## config.mk

```make
export PLATFORM = sky130hd
export DESIGN_NAME = demux_nbit_x4_reg_flat
export DESIGN_NICKNAME = d
export VERILOG_FILES = /design/src/rtl/demux_nbit_x4_reg_if.sv /design/src/rtl/demux_nbit_x4_reg.sv /design/src/flat_wrapper.sv
export SDC_FILE = /design/constraint.sdc
export NUM_CORES = 1
export LEC_CHECK = 0
export ABC_AREA = 1
export CAP_MARGIN = 20
export CORE_ASPECT_RATIO = 0.9
export CORE_MARGIN = 2
export CORE_UTILIZATION = 46
export DETAILED_ROUTE_END_ITERATION = 10
export PLACE_DENSITY = 0.84
export SLEW_MARGIN = 5
export SYNTH_ARGS = -nofsm -noshare
export SYNTH_HDL_FRONTEND = slang
export SYNTH_SLANG_ARGS = --single-unit
```

## constraint.sdc

```tcl
create_clock -name clk -period 2 [get_ports clk]
set_input_delay 0.4 -clock clk [delete_from_list [all_inputs] [get_ports clk]]
set_output_delay 0.4 -clock clk [all_outputs]
set_load 0.005 [all_outputs]
```

## src/rtl/demux_nbit_x4_reg_if.sv

```systemverilog
// Bundle for the 1-to-4 registered demux: routed word, select and qualifier in,
// four destination words and the one-hot destination strobe out.
interface demux_nbit_x4_reg_if #(
    parameter int BUS_WIDTH = 8
);
    logic [BUS_WIDTH-1:0] y;
    logic [1:0]           sel;
    logic                 in_valid;
    logic [BUS_WIDTH-1:0] a;
    logic [BUS_WIDTH-1:0] b;
    logic [BUS_WIDTH-1:0] c;
    logic [BUS_WIDTH-1:0] d;
    logic [3:0]           out_valid;

    modport master (
        output y, sel, in_valid,
        input  a, b, c, d, out_valid
    );

    modport slave (
        input  y, sel, in_valid,
        output a, b, c, d, out_valid
    );
endinterface

```

## src/rtl/demux_nbit_x4_reg.sv

```systemverilog
// Routes one BUS_WIDTH word per valid cycle to one of four registered outputs.
// Latency: exactly 1 clock, sampled inputs to outputs.
// Backpressure: none; every valid cycle is accepted, invalid cycles are ignored.
module demux_nbit_x4_reg #(
    parameter int BUS_WIDTH       = 8,
    parameter bit HOLD_UNSELECTED = 1'b0
) (
    input logic               clk,
    input logic               rst,
    demux_nbit_x4_reg_if.slave bus
);
    logic [BUS_WIDTH-1:0] data_q [4];
    logic [3:0]           vld_q;

    always_ff @(posedge clk) begin
        if (rst) begin
            // Reset wins over a concurrent valid word, including held values.
            for (int i = 0; i < 4; i++) begin
                data_q[i] <= '0;
            end
            vld_q <= 4'b0000;
        end else begin
            vld_q <= bus.in_valid ? (4'b0001 << bus.sel) : 4'b0000;
            for (int i = 0; i < 4; i++) begin
                if (bus.in_valid && (bus.sel == 2'(i))) begin
                    data_q[i] <= bus.y;
                end else if (!HOLD_UNSELECTED) begin
                    data_q[i] <= '0;
                end
            end
        end
    end

    assign bus.a         = data_q[0];
    assign bus.b         = data_q[1];
    assign bus.c         = data_q[2];
    assign bus.d         = data_q[3];
    assign bus.out_valid = vld_q;
endmodule

```

## src/flat_wrapper.sv

```systemverilog
// flat-port wrapper written by rule: the top's interface ports become plain ports
module demux_nbit_x4_reg_flat 
#(
    parameter int BUS_WIDTH       = 8,
    parameter bit HOLD_UNSELECTED = 1'b0
)
  (clk, rst, bus_y, bus_sel, bus_in_valid, bus_a, bus_b, bus_c, bus_d, bus_out_valid);
  demux_nbit_x4_reg_if #(.BUS_WIDTH(BUS_WIDTH)) bus_i ();
  input logic clk;
  input logic rst;
  input wire logic [$bits(bus_i.y)-1:0] bus_y;
  input wire logic [$bits(bus_i.sel)-1:0] bus_sel;
  input wire logic [$bits(bus_i.in_valid)-1:0] bus_in_valid;
  output wire logic [$bits(bus_i.a)-1:0] bus_a;
  output wire logic [$bits(bus_i.b)-1:0] bus_b;
  output wire logic [$bits(bus_i.c)-1:0] bus_c;
  output wire logic [$bits(bus_i.d)-1:0] bus_d;
  output wire logic [$bits(bus_i.out_valid)-1:0] bus_out_valid;
  assign bus_i.y = bus_y;
  assign bus_i.sel = bus_sel;
  assign bus_i.in_valid = bus_in_valid;
  assign bus_a = bus_i.a;
  assign bus_b = bus_i.b;
  assign bus_c = bus_i.c;
  assign bus_d = bus_i.d;
  assign bus_out_valid = bus_i.out_valid;
  demux_nbit_x4_reg #(.BUS_WIDTH(BUS_WIDTH), .HOLD_UNSELECTED(HOLD_UNSELECTED)) u_core (.clk(clk), .rst(rst), .bus(bus_i));
endmodule
```

---- Word-level counts from Yosys, hierarchy flattened ----
Memories as Yosys holds them, arrays and structs flattened.
Cells that the tools add are included.
Widths: inputs -> output; s select.
operators by class
  equal/unequal tests ..................... 3
  $lt $le $gt $ge ......................... 0
  bitwise gates (word level) .............. 9
  reductions and logical operators ........ 6
  add/subtract/negate cells ............... 0
  shifts and indexed selects .............. 1
  multiply operators ...................... 0
  multiplexer cells ....................... 34
  divide/modulo/power cells ............... 0
operators with widths
  kind                 count
  $mux 8               8
  $mux 1               26
  $or 1x1->1           8
  $eq 2x2->1 const B   2
  $logic_and 1x1->1    4
  $shl 1x2->4 const A  1
  $eq 2x1->1 const B   1
  $logic_not 2->1      1
  $reduce_or 2->1      1
  $not 1->1            1
word-level totals
  bits in latches ......................... 0
  bits in writable memories ............... 32
  register bits after elaboration ......... 4
  ROM bits ................................ 0
  word-level logic and storage cells ...... 55
  memories ................................ 1
memories
  name           depth  width  rd ports  clocked after Yosys merged registers in  wr ports  line                     text
  u_core.data_q  4      8      4         0                                        4         demux_nbit_x4_reg.sv:12  logic [BUS_WIDTH-1:0] data_q [4];

---- Depth between registers and ports, before layout ----
  word-level depth ........................ 7
  depth in mapped cells ................... 4
  gate-level depth less buffers ........... 3

---- Least setup slack after synthesis ----
OpenSTA, ideal clock, no wires.
  path kind ............................... input to register
  start ................................... in rst
  end ..................................... mem u_core.data_q[2][0], data pin
  path buffers ............................ 1
  stages on the path ...................... 4
  setup slack ............................. 0.966 ns
  arrival time ............................ 0.877 ns
  data required time ...................... 1.843 ns
  path through ............................ buf_4 > inv_2 > nand3_2 > nor3_1
RTL lines
  element             line                     text
  start: declaration  flat_wrapper.sv:10       input logic rst;
  end: declaration    demux_nbit_x4_reg.sv:12

==> out/metrics.cfg <==
[clocking]
clock_path_buffers=2
numCtsBuffers=5
cts_resized=0
cts_sinks=36
cts.clk_slew.worst_paths_ps=110
cts_root_buffer=clkbuf_4
ctsHoldBuffers=0
post-cts-setup-buffer-count=0
ctsHtreeMaxLevel=2
cts_tree=done

[global_routing]
grt_max_degree=12
overflow=0
grt_pass1_vias=897
grt_pass1_wl_um=4260
antenna_found_initial=0
grt_usage=0.199

[synth]
synth_cells=90
synth.avg_cell_area_um2=14.5
async_reset_ff_frac=0
ys_warn_count=0
yosys-top-cells-count=32 x edfxtp_1, 19 x nor2_1, 16 x nor3_1, 11 x inv_1, 4 x dfxtp_1
ys_ff_latch=36
synth_edf_count=32
synth_area_leader_cell=edfxtp_1
syn_area_um2=1310
ys.flop_type=edfxtp_1
synth_top_area_frac=0.736
synth_cell_types=11
ys_top_cells_by_area=edfxtp_1 74%, dfxtp_1 6.1%, nor3_1 6.1%
ys_seq_area_frac=0.797
yosysMostFrequentCell=edfxtp_1

[route]
via_per_inst=4.35
dr_total_vias=943
antenna_left=0
drt_first_pass_iters=4
drtIter0Drc=17
post_drt_wl_per_cell_um=12.9
drcViolationCount=0
drt_wl_total_um=2800

[sta]
max_freq_mhz=620
fin_ws_ps=387
rsz0062_at_grt=no
setup_tns_ps=0
finalHoldViolCount=0
finalCritPeriodShare=0.807
report.final.slew_viol_count=0
period_minus_slack_ps=1610
finalSetupViolations=0

[pwr]
power.leakage_nw=0.808
peakVddDrop_mv=0.487
p_per_area_nw_per_um2=715

[hold_path]
hold_path.class=in2reg

[finish]
drive_gt1_frac=0.0734
area_growth_pct=54.0
fin_nets=189
num_antenna_cells=0
fillers=196

[critical_path]
critical_path.slowest_cell=clkdlybuf4s50_1
cp_cell_sequence=clkdlybuf4s50_1
path_class=reg2out
critical_path_arrival_ps=1210
cp-end-kind=output port
start_kind=flop
timing.critical_path.buf_inv=1
cpPeakStageDelay_ps=510
path_max_fanout=1
crit_required_ps=1600
path_delay_family=buffers and inverters

[floorplan]
die_x_um=60.2
io_pins=49
start_util=0.479
rows=18
die-area_um2=3280
fp.dieH_um=54.6
coreArea_um2=2730

[run_status]
status=finished, final reports clean

[place]
place.gp.congestion=0.697
port_buffers=48
hpwl_um=2120
pre_cts_ws_ps=330

[flow_run]
cap_violations=0

-- path summary, 6_finish.rpt --
path / from / end / slack (ps) / cells past startpoint
setup / recovery: u_core.data_q[3][0] / bus_d[0] / 390 / 1
hold / removal: bus_y[6] / u_core.data_q[0][6] / 760 / 3
-- kinds of logic after synthesis --
group	Yosys count	synth area share
buffers and inverters	14	0.0460
and+or+nand+nor	39	0.154
other	1	0.00287
DFF	36	0.797
-- layout make-up --
class,instances,area (um^2),share of cell area
sequential,36,1040,0.517
clock buffer,7,55.1,0.0274
clock inverter,1,3.75,0.00187
inverter,12,45.0,0.0224
multi-input combinational,71,322,0.160
timing repair buffer,50,495,0.246
tap,40,50.0,0.0249
-- per-layer routing --
metal | up-vias | global-route usage | wire length [um]
met5 | - | 0 | 0
met4 | 0 | 0.100 | 63
met3 | 5 | 0.0804 | 204
met2 | 41 | 0.330 | 1490
met1 | 449 | 0.224 | 1050
li1 | 448 | - | -
-- layout by cell type (no fill, tap or decap) --
cell,n
clkbuf_8,1
nand3_4,1
clkdlybuf4s50_1,48
inv_1,11
buf_4,2
clkinv_1,1
clkbuf_1,1
dfxtp_1,4
nand3_2,2
inv_2,1
nor3_1,16
edfxtp_1,32
nor2_1,19
conb_1,32
clkbuf_4,5
nand4_2,1
-- where the power goes --
part | internal (mW) | switching (mW)
clock network | 0.168 | 0.235
registers | 0.859 | 0.0114
logic | 0.0958 | 0.0698
total | 1.12 | 0.316
-- sequential cells by signal (all words and copies together) (netlist names) --
name / flops
u_core.data_q: 32
u_core.bus.out_valid: 4
-- stage by stage --
step	power [mW]	hold WS, ps	area [um^2]	utilization	instances
2_1_floorplan	0.931	584	1420	-	121
3_3_place_gp	1.05	1110	1950	0.717	209
3_5_place_dp	1.05	1100	1950	0.717	209
4_1_cts	1.45	758	2010	0.738	217
5_1_grt	1.49	769	2010	0.738	217
6_report	1.44	764	2010	0.738	217
Power figures use the tool's default switching activity.
